<file path="src/rtl/fetch_unit.sv">
// Instruction fetch stage: requests words from instruction memory at pc, holds one
// captured instruction for decode, and stops fetching once a halt opcode is captured.
module fetch_unit #(
  parameter logic [5:0] HALT_OP = 6'h3F
) (
  input  logic        CLK,
  input  logic        nRST,
  input  logic [31:0] pc,
  output logic        pc_en,
  input  logic        redirect,
  output logic        iREN,
  output logic [31:0] iaddr,
  input  logic        ihit,
  input  logic [31:0] iload,
  output logic [31:0] instr,
  output logic [31:0] instr_pc,
  output logic        instr_valid,
  input  logic        dec_ready,
  output logic        halted,
  output logic [31:0] fetch_count
);

  localparam int unsigned WORD_W = 32;
  localparam int unsigned OP_W   = 6;
  localparam int unsigned OP_LSB = WORD_W - OP_W;

  typedef enum logic [1:0] {
    FETCH = 2'd0,
    HOLD  = 2'd1,
    HALT  = 2'd2
  } state_t;

  state_t            state, next_state;
  logic              buf_free;
  logic              accept;
  logic              consume;
  logic              flush;
  logic              is_halt_op;
  logic [WORD_W-1:0] instr_q;
  logic [WORD_W-1:0] instr_pc_q;
  logic              valid_q;
  logic              halted_q;
  logic [WORD_W-1:0] count_q;

  always_ff @(posedge CLK or negedge nRST) begin
    if (!nRST) state <= FETCH;
    else       state <= next_state;
  end

  // Next state plus the combinational memory-side handshake (pc_en, iREN, iaddr).
  always_comb begin
    next_state = state;
    iREN       = 1'b0;
    iaddr      = '0;
    pc_en      = 1'b0;
    accept     = 1'b0;
    consume    = 1'b0;
    flush      = 1'b0;
    buf_free   = !valid_q || dec_ready;
    is_halt_op = (iload[WORD_W-1:OP_LSB] == HALT_OP);

    unique case (state)
      FETCH: begin
        if (redirect) begin
          flush = 1'b1;
        end else begin
          iREN  = 1'b1;
          iaddr = pc;
          if (ihit && buf_free) begin
            accept = 1'b1;
            pc_en  = 1'b1;
            if (is_halt_op) next_state = HALT;
          end else if (ihit) begin
            next_state = HOLD;
          end else begin
            consume = valid_q && dec_ready;
          end
        end
      end
      HOLD: begin
        if (redirect) begin
          flush      = 1'b1;
          next_state = FETCH;
        end else if (dec_ready) begin
          consume    = valid_q;
          next_state = FETCH;
        end
      end
      HALT: begin
        consume = valid_q && dec_ready;
      end
      default: next_state = FETCH;
    endcase

    // Reset must silence the memory port even though the state sits in FETCH.
    if (!nRST) begin
      iREN   = 1'b0;
      iaddr  = '0;
      pc_en  = 1'b0;
      accept = 1'b0;
    end
  end

  // Single-entry instruction buffer and capture counter.
  always_ff @(posedge CLK or negedge nRST) begin
    if (!nRST) begin
      instr_q    <= '0;
      instr_pc_q <= '0;
      valid_q    <= 1'b0;
      halted_q   <= 1'b0;
      count_q    <= '0;
    end else if (flush) begin
      valid_q <= 1'b0;
    end else if (accept) begin
      instr_q    <= iload;
      instr_pc_q <= pc;
      valid_q    <= 1'b1;
      count_q    <= count_q + WORD_W'(1);
      if (is_halt_op) halted_q <= 1'b1;
    end else if (consume) begin
      valid_q <= 1'b0;
    end
  end

  assign instr       = instr_q;
  assign instr_pc    = instr_pc_q;
  assign instr_valid = valid_q;
  assign halted      = halted_q;
  assign fetch_count = count_q;

endmodule

</file>
<file path="config.mk">
export PLATFORM = sky130hd
export DESIGN_NAME = fetch_unit
export DESIGN_NICKNAME = d
export VERILOG_FILES = /design/src/rtl/fetch_unit.sv
export SDC_FILE = /design/constraint.sdc
export NUM_CORES = 1
export LEC_CHECK = 0
export ABC_AREA = 0
export BUFFER_PORTS_ARGS = -buffer_cell sky130_fd_sc_hd__buf_2
export CORE_MARGIN = 3
export CORE_UTILIZATION = 40
export DETAILED_ROUTE_END_ITERATION = 8
export GPL_ROUTABILITY_DRIVEN = 0
export PLACE_DENSITY = 0.7
export SLEW_MARGIN = 20
export SYNTH_ARGS = -nofsm -noshare
export SYNTH_HDL_FRONTEND = slang
export SYNTH_SLANG_ARGS = --single-unit
</file>
<file path="constraint.sdc">
create_clock -name CLK -period 3.03 [get_ports CLK]
set_input_delay 0.606 -clock CLK [delete_from_list [all_inputs] [get_ports CLK]]
set_output_delay 0.606 -clock CLK [all_outputs]
set_load 0.01 [all_outputs]
</file>
# After elaboration in Yosys (flattened, before gate mapping)

Cells that the tools add are included.

Flip-flop bits (word level): 100
Latch bits: 0
Bits in writable memories: 0
Memory bits (read-only): 0
Input port bits: 69
Output and inout bits: 132
Logic and storage cells: 54
Memories kept: 0

$add $sub $neg: 1
$mul: 0
Div/mod/pow operators: 0
Magnitude comparators: 0
Equality and inequality tests: 7
Shift operators: 0
Muxes and demuxes: 28
Bitwise operators: 2
Reduce and logical (&&, ||, !) cells: 10

Operator list:

| operator                                                               | number |
|---|---|
| 32-bit two-way mux                                                     | 3 |
| 32-bit by 1-bit adder with 32-bit output (second input constant)       | 1 |
| 1-bit two-way mux                                                      | 17 |
| 2-bit two-way mux                                                      | 6 |
| 3-bit inequality test (second input constant)                          | 3 |
| 6-bit equality test (second input constant)                            | 1 |
| 2-bit case mux with 3 select lines                                     | 1 |
| 5-bit AND reduction                                                    | 1 |
| 1-bit case mux with 3 select lines                                     | 1 |
| 3-bit AND reduction                                                    | 1 |
| 3-bit nonzero test                                                     | 1 |
| 2-bit by 1-bit equality test with 1-bit output (second input constant) | 1 |
| 2-bit equality test (second input constant)                            | 1 |
| 1-bit logical AND                                                      | 2 |
| 2-bit logical NOT                                                      | 1 |
| 2-bit inequality test (second input constant)                          | 1 |
| 1-bit inverter                                                         | 2 |
| 2-bit AND reduction                                                    | 1 |
| 2-bit OR reduction                                                     | 1 |
| 1-bit logical NOT                                                      | 1 |
| 1-bit logical OR                                                       | 1 |

# Longest topological paths before layout

Gate-level depths: netlist of the first run.

Depth in word-level cells: 9
Depth in mapped cells: 7

# Worst setup path before layout of the first run

No wires, ideal clock.

Kind: in2out
Start point: input redirect
End point: output iaddr[22]
Arrival time: 1.535 ns
Path slack: 0.889 ns
Stages on the path: 3
Buffers on the path: 1
Cell sequence: nor4b_4 -> clkbuf_1 -> and2_1

Word-level cells in the longest chain between the ends: 3

Ends and longest elaborated chain:

| item               | line | RTL |
|---|---|---|
| start: declaration | 10   | `input logic redirect,` |
| 32-bit two-way mux | 64   | `if (redirect) begin` |
| 32-bit two-way mux | 62   | `unique case (state)` |
| 32-bit two-way mux | 96   | `if (!nRST) begin` |
| end: declaration   | 12   | `output logic [31:0] iaddr,` |

Every way passes these cells.

# Worst setup path after layout of the first run

Start point: register state[1]
End point: output iaddr[14]

Word-level cells in the longest chain between the ends: 3

Ends and longest elaborated chain:

| item                     | line | RTL |
|---|---|---|
| start: declaration       | 33   | `state_t state, next_state;` |
| start signal: assignment | 47   | `else state <= next_state;` |
| 2-bit logical NOT        | 62   |  |
| 32-bit two-way mux       | 62   |  |
| 32-bit two-way mux       | 96   |  |

Every way passes these cells.

==> results by group, run 1 <==
STA
  • RSZ-0062 raised after global routing: false
  • Final hold slack: 0.0995 ns
  • Slew Limit Fails: 0
  • Final period util: 0.788
  • Achievable Freq: 419 MHz
  • Fin. Hold Viols: 0
  • Final setup vio count: 0
  • Relative slew slack: 0.475
  • Tmin final: between 2 and 2.5 ns
  • Final setup skew: approximately 0.012 ns
  • Slack of the critical path: between 0.6 and 0.7 ns
  • Setup Total Neg Slack: 0 ns
  • Tightest Pin Transition: about 0.79 ns

Detailed routing
  • DRC: 0
  • Met3 Wirelength: between 800 and 900 um
  • Post-DR wirelength/cell: between 10 and 15 um
  • DR pass1 iterations: 5
  • Vias per cell: approximately 5
  • Total Wirelength: between 10 and 15 mm
  • Met2 WL: 5.72 mm
  • Top sig layer: met4
  • WL met1: roughly 5 mm
  • 1st-iter DRT viols: 211
  • Antenna-violating nets left: 0
  • Vias: between 3000 and 4000

Yosys
  • Asr flop ratio synth: 1.00
  • Synth area leader: dfrtp_1
  • Syn nets: about 530
  • Mapped Avg Cell Area: ~9.6 um2
  • Largest cells by area after synthesis: dfrtp_1, nand2_1, xor2_1, and2_1, nor4_2
  • Number of flops mapped to enable cells by yosys: 0
  • Synth Area in XOR/XNOR: 0.0609
  • Mapped cell area: 4460 um2
  • Post-synthesis instance total: around 460
  • Area share of fa/ha/maj cells after synthesis: 0.00281
  • Simple-Gate Fraction of Synth Area: 0.322
  • FF+latch count, synth: 100
  • Compound-gate portion of the synthesized area: 0.00870
  • Post-synthesis mux area share: 0.0152
  • Combinational family with the most area after synthesis: simple AND/OR/NAND/NOR gates
  • Commonest cells post-synth: nand2_1, dfrtp_1, and2_1, xor2_1, nor4_2
  • Most used DFF post-synth: dfrtp_1
  • Sequential share of the synthesized area: 0.561
  • Top-count cell post-synth: nand2_1
  • Yosys top cell area share: 0.561
  • Yosys warns: 0
  • Synth cell types: 31

Worst setup path
  • Arr. time, crit path: roughly 1.8 ns
  • Crit Path Class: reg2out
  • CP delay by family, top: simple AND/OR/NAND/NOR gates
  • Critical Path Start Type: flip-flop
  • Setup crit end kind: output pin
  • CP max FO: 35
  • Longest individual stage delay on the worst path: about 0.45 ns
  • Critical-path top delay cell: dfrtp_1
  • WP buf/inv: 2
  • WP data required: roughly 2.4 ns
  • Worst-path cell chain: nor4b_4 > buf_4 > and2_1 > buf_2

Clock tree
  • Post-CTS sizing: 0
  • Clk slew on worst S/H paths: around 0.090 ns
  • Post-CTS Setup Inserts: 0
  • CTS Hold Bufs: 0
  • Clock buffer depth: 2
  • CTS root buf: clkbuf_8
  • CTS Buf Count: 9
  • Worst skew pair latency: ~0.37 ns
  • Max H-tree Level: 3
  • CTS tree: done
  • Clock sinks: 100

Cells and area
  • Fin cells: between 700 and 800
  • ANT cells: 0
  • Finished layout cell area: ~5800 um2
  • Fill count: a little under 1000
  • Util after Layout: 0.551
  • Final #Nets: ~730
  • Area Growth Syn to Fin: 30.5%
  • Share of layout cells above drive strength 1: 0.360

Min path
  • Hold WC Path Type: in2async

Floorplan
  • DIE HEIGHT: around 110 um
  • Initial Utilization: 0.422
  • Num ports: between 200 and 250
  • CORE AREA: ~11000 um2
  • Die Span X: 112 um
  • Site row count: 37
  • Total Die Area: roughly 12000 um2

Power and ir drop
  • Total Power: between 3 and 4 mW
  • Peak VDD IR: approximately 300 uV
  • Leakage power: around 3.3 nW
  • Power Density: a little under 600 nW/um2

Global routing
  • Largest net degree at the start of global routing: 85
  • GR Overflow Total: 0
  • Total track usage: 0.191
  • Vias in the first global route: ~3800
  • First-pass GRT wire length: between 15 and 20 mm
  • Initial antenna violation count: 0

Job
  • Max_cap viols: 0

Place
  • Placed inst area: 5570 um2
  • Dpl cells: ~780
  • Dpl ws: about 0.6 ns
  • IO buf count: 200
  • Post-DP HPWL: ~8.5 mm

Status
  • Status: finished, final reports clean
[cell usage in the layout (no fill, tap or decap), types with 2 or more instances in the layout]
master     instances
dfrtp_1          100
mux2_1             6
and3_1             4
clkbuf_8           9
nor2_1             5
nand2_1          190
o21ai_0            2
inv_1              6
xor2_1            25
nand4_1            9
nor4_1             7
a21o_1             2
and2_1            32
nor3_1             5
nor4_2            12
buf_4              6
nand3_1           10
buf_2            199
xnor2_1            6
and4_1             8
bufinv_16          3
[area by class of cell]
class	count	area [um2]	area share
repair buffers	206	1050	0.181
multi-input cells	332	1830	0.314
clock inverters	6	111	0.0191
clock buffers	10	128	0.0219
inverters	7	26.3	0.00452
well taps	136	170	0.0293
flip-flops and latches	100	2500	0.430
[where the power goes]
part	leakage [nW]	switching (mW)	internal (mW)
Combinational	1.96	0.411	0.295
Sequential	1.27	0.151	1.53
Clock	0.117	0.470	0.551
[routing by layer]
metal  vias up  global-route usage
met5         -                   0
met4         0              0.0608
met3        20              0.0533
met2       153               0.316
met1      1832               0.245
li1       1873                   -
[kinds of logic after synthesis]
family	count (synthesis)
buffers and inverters	30
AOI/OAI and AO/OA	6
muxes	6
xor gates and xnor gates	31
adders and majority gates	1
and+or+nand+nor	288
DFF	100
[flip-flops by register name, indices dropped and copies added (netlist names)]
signal,count
halted,1
instr_valid,1
fetch_count,32
state,2
instr_pc,32
instr,32
[final timing paths]
check	from	endpoint	slack, ns	depth (start not counted)
setup / recovery	state[1]$_DFFE_PN0P_	iaddr[14]	0.64	4
hold / removal	nRST	instr[24]$_DFFE_PN0P_	0.1	1
setup reg to reg	state[1]$_DFFE_PN0P_	fetch_count[6]$_DFFE_PN0P_	1.00	6
hold reg to reg	halted$_DFFE_PN0P_	halted$_DFFE_PN0P_	0.47	1
max in group asynchronous	nRST	instr[18]$_DFFE_PN0P_	1.90	2
min in group CLK	dec_ready	state[0]$_DFFE_PN0P_	0.42	2
Note: power is estimated with default switching activity, not from simulation.
==> run 2, diff against run 1 <==
- PLACE_DENSITY: 0.7 -> 0.72
- clock period: 3.03 -> 2 ns (I/O delays scaled with it)
==> run 2 against run 1 <==
The run now ends with negative setup slack left. Hold slack worse by 0.012 ns. Die area unchanged. Cell count rose by 1.9%. Core utilization increased by 2.7 points. Critical path type unchanged. Clock skew increased by 0.00099 ns.
==> results by group, run 2 (same netlist as run 1, synthesis figures left out) <==
Detailed routing
  • DR pass1 iterations: 4
  • Vias per cell: around 4.9
  • Total Wirelength: 12.3 mm
  • Vias: roughly 4000
  • Antenna-violating nets left: 0
  • 1st-iter DRT viols: 312
  • Post-DR wirelength/cell: approximately 15 um
  • DRC: 0

Cells and area
  • Finished layout cell area: ~6100 um2
  • Final #Nets: roughly 740
  • Area Growth Syn to Fin: 36.9%
  • Reg area: around 2500 um2
  • Most frequent cells in the layout: nand2_1, buf_2, dfrtp_1
  • Util after Layout: 0.578
  • Share of layout cells above drive strength 1: 0.401
  • ANT cells: 0
  • Most common cell after layout, fill and taps aside: nand2_1
  • Fill count: ~940
  • Area occupied by multi-input gates: between 1500 and 2000 um2

Clock tree
  • Clk slew on worst S/H paths: 0.10 ns
  • CTS tree: done
  • Max H-tree Level: 3
  • CTS Hold Bufs: 0
  • Worst skew pair latency: roughly 0.35 ns
  • Clock buffer depth: 2
  • CTS root buf: clkbuf_8
  • Clock sinks: 100
  • CTS Buf Count: 9

Status
  • Status: finished with violations
  • Failing checks: negative setup slack

Floorplan
  • CORE AREA: about 11000 um2
  • Die Span X: between 100 and 150 um
  • Site row count: 37
  • Initial Utilization: 0.422
  • Total Die Area: 12400 um2
  • Num ports: around 200
  • DIE HEIGHT: approximately 110 um

Worst setup path
  • R2R setup slack: around 0.1 ns
  • Critical Path Start Type: flip-flop
  • Setup crit end kind: output pin
  • Critical-path top delay cell: dfrtp_2
  • Worst-path cell chain: nor4b_4 > buf_4 > buf_12 > and2_1 > buf_2
  • Worst reg-to-reg path cell count: 6
  • Crit Path Class: reg2out
  • WP data required: roughly 1.6 ns
  • R2R Path End: fetch_count[27]$_DFFE_PN0P_
  • WP buf/inv: 3
  • Crit. Startpoint: state[0]$_DFFE_PN0P_
  • Arr. time, crit path: roughly 1.7 ns
  • R2r startpoint: state[0]$_DFFE_PN0P_
  • CP max FO: 17
  • Longest individual stage delay on the worst path: 0.43 ns
  • CP delay by family, top: buffers and inverters

Power and ir drop
  • Peak VDD IR: ~410 uV
  • Power Density: between 800 and 900 nW/um2
  • Leakage power: about 3.5 nW
  • Total Power: 5.08 mW

STA
  • Final setup vio count: 28
  • Slew Limit Fails: 0
  • RSZ-0062 raised after global routing: true
  • Final setup skew: 0.0125 ns
  • Tmin final: 2.05 ns
  • Fin. Hold Viols: 0
  • Tightest Pin Transition: 0.773 ns
  • Relative slew slack: 0.484
  • Slack of the critical path: -0.0487 ns
  • Final period util: 1.02
  • Achievable Freq: ~500 MHz

Place
  • Post-DP HPWL: around 8.8 mm
  • Placed inst area: about 5700 um2
  • Dpl ws: between 0.1 and 0.15 ns
  • IO buf count: 200

Global routing
  • Largest net degree at the start of global routing: 63
  • Total track usage: 0.191
  • GR Overflow Total: 0
  • Initial antenna violation count: 0
  • Vias in the first global route: ~4000
  • First-pass GRT wire length: 19.6 mm

Job
  • Max_cap viols: 0

Min path
  • Hold WC Path Type: in2async
-- run 2: metal layers --
layer  up-vias  global-route usage  wire, um
li1       1900                   -         -
met1      1907               0.240      5040
met2       171               0.320      6070
met3        27              0.0587       958
met4         0              0.0552       238
met5         -                   0         0
-- run 2: worst max-delay path by stage --
stage / endpoint / depth (start not counted)
2_1_floorplan: instr[26]$_DFFE_PN0P_ / 5
3_3_place_gp: fetch_count[31]$_DFFE_PN0P_ / 6
3_5_place_dp: fetch_count[25]$_DFFE_PN0P_ / 6
4_1_cts: iaddr[0] / 5
5_1_grt: iaddr[27] / 5
6_report: iaddr[30] / 5
-- run 2: what timing repair did --
item                                    4_1_cts  5_1_grt
hold endpoints to repair                      0        0
cloned                                        1        1
buffers inserted                              4        1
endpoints found under the setup margin       34       34
pin swaps                                     6       10
gates resized for setup                       7       34
-- run 2: cell type report --
type                    count  area share
clock inverters             5      0.0107
flip-flops and latches    100       0.410
clock buffers              11      0.0232
multi-input cells         332       0.306
well taps                 136      0.0279
repair buffers            221       0.217
inverters                   7     0.00431
-- run 2: through the flow --
step	TNS (ns)	hold WS, ns	cells
2_1_floorplan	0	0.104	462
3_3_place_gp	0	0.436	789
3_5_place_dp	0	0.455	789
4_1_cts	-0.936	0.0890	810
5_1_grt	-3.64	0.109	812
6_report	-0.685	0.0871	812
-- run 2: where the power goes --
group	switching (mW)	internal (mW)	total, mW
Combinational	0.673	0.526	1.20
Sequential	0.209	2.33	2.54
Clock	0.713	0.633	1.35
==> run 3, diff against run 2 <==
- GPL_TIMING_DRIVEN: not set -> 0
- PLACE_DENSITY: 0.72 -> 0.74
==> run 3 against run 2 <==
The flow still finishes with violations (negative setup slack). Setup slack worse by 0.061 ns. Global-route usage up 0.36 points. Register-to-register slack worse by 0.03 ns. Non-clock buffer count up 13. Clock power down 13%. Total power down 4.1%. Via count up 0.55%. Clock-buffer cell count up 2. Critical path type unchanged. Largest cell class unchanged. Highest routed layer unchanged.
==> results by group, run 3 (same netlist as run 1, synthesis figures left out) <==
Worst setup path
  • CP max FO: 6
  • WP data required: 1.60 ns
  • Setup crit end kind: output pin
  • R2R setup slack: ~0.07 ns
  • Worst reg-to-reg path cell count: 6
  • Arr. time, crit path: 1.71 ns
  • Critical Path Start Type: flip-flop
  • R2r startpoint: state[0]$_DFFE_PN0P_
  • R2R Path End: fetch_count[23]$_DFFE_PN0P_
  • Crit Path Class: reg2out

Global routing
  • First-pass GRT wire length: 19.6 mm
  • Largest net degree at the start of global routing: between 50 and 60
  • Initial antenna violation count: 0
  • Vias in the first global route: 3990
  • GR Overflow Total: 0
  • Total track usage: 0.195

Floorplan
  • DIE HEIGHT: about 110 um
  • Die Span X: ~110 um
  • Initial Utilization: 0.422
  • Total Die Area: around 12000 um2
  • Num ports: 201
  • Site row count: 37
  • CORE AREA: between 10000 and 15000 um2

STA
  • Tmin final: about 2.1 ns
  • Tightest Pin Transition: 0.465 ns
  • Final setup skew: between 0.01 and 0.015 ns
  • Achievable Freq: approximately 470 MHz
  • Setup Total Neg Slack: -2.44 ns
  • Fin. Hold Viols: 0
  • Relative slew slack: 0.690
  • Final hold slack: just over 0.02 ns
  • Final setup vio count: 31
  • Slew Limit Fails: 0
  • Final period util: 1.05
  • RSZ-0062 raised after global routing: true
  • Slack of the critical path: -0.109 ns

Cells and area
  • Share of layout cells above drive strength 1: 0.397
  • Most common cell after layout, fill and taps aside: buf_2
  • Fin cells: 823
  • Final #Nets: about 750
  • ANT cells: 0
  • Most frequent cells in the layout: buf_2, nand2_1, dfrtp_1
  • Area Growth Syn to Fin: 37.4%

Detailed routing
  • DR pass1 iterations: 4
  • Vias per cell: approximately 4.9
  • DRC: 0
  • 1st-iter DRT viols: about 270
  • Post-DR wirelength/cell: 14.9 um
  • Antenna-violating nets left: 0
  • Total Wirelength: 12.3 mm
  • Vias: between 4000 and 5000

Place
  • Post-DP HPWL: about 9.0 mm
  • IO buf count: 200
  • Dpl cells: about 800

Power and ir drop
  • Peak VDD IR: around 380 uV
  • Power Density: approximately 800 nW/um2
  • Total Power: between 4 and 5 mW
  • Leakage power: 3.49 nW

Clock tree
  • CTS Buf Count: 9
  • Clock buffer depth: 2
  • Clk slew on worst S/H paths: 0.09 ns
  • CTS root buf: clkbuf_8
  • Worst skew pair latency: between 0.3 and 0.4 ns
  • Clock sinks: 100
  • Max H-tree Level: 3
  • CTS tree: done

Status
  • Status: finished with violations
  • Failing checks: negative setup slack

Job
  • Max_cap viols: 0

Min path
  • Hold WC Path Type: in2async
## run 3: where the power goes
part / switching (mW) / internal, mW
sequential: 0.232 / 2.33
combinational: 0.640 / 0.496
clock: 0.636 / 0.543
total: 1.51 / 3.36
## run 3: worst max-delay path: stages, from the launching register on
cell     delay [ns]
dfrtp_2        0.44
nor4b_4        0.32
buf_6          0.20
buf_4          0.15
and2_1         0.13
buf_2          0.13
## run 3: worst max-delay path by stage
stage / from / endpoint / slack [ns] / cells past startpoint
5_1_grt: state[0]$_DFFE_PN0P_ / iaddr[9] / -0.21 / 5
6_report: state[0]$_DFFE_PN0P_ / iaddr[2] / -0.11 / 5
2_1_floorplan: state[1]$_DFFE_PN0P_ / instr[26]$_DFFE_PN0P_ / 0.17 / 5
3_5_place_dp: nRST / pc_en / -0.75 / 6
3_3_place_gp: nRST / pc_en / -2.15 / 6
4_1_cts: state[0]$_DFFE_PN0P_ / iaddr[25] / -0.11 / 5
## run 3: cell type report
class / count / area, um2
plain buffers: 21 / 145
inverters: 7 / 33.8
flip-flops and latches: 100 / 2500
clock inverters: 1 / 7.51
repair buffers: 213 / 1190
well taps: 136 / 170
clock buffers: 13 / 169
fillers: 947 / 4430
multi-input cells: 332 / 1900
## run 3: timing repair
item | CTS | global route
endpoints found under the setup margin | 123 | 61
hold buffers | 1 | 0
gates resized for setup | 24 | 32
buffers inserted | 6 | 4
hold endpoints to repair | 48 | 0
cloned | 1 | 0
pin swaps | 6 | 3
## run 3: through the flow
stage	cell area, um2	worst slack (ns)	utilization
after floorplan	4460	0.174	-
after global placement	5630	-2.15	0.533
after detailed placement	5660	-0.749	0.536
after CTS	6000	-0.107	0.569
after global routing	6120	-0.212	0.580
final	6120	-0.109	0.580
## run 3: per-layer routing
layer / share of wire / routed length (um) / GRT usage
met1: 0.41 / 4990 / 0.243
met2: 0.51 / 6280 / 0.329
met3: 0.065 / 797 / 0.0457
met4: 0.016 / 191 / 0.0746
met5: 0 / 0 / 0
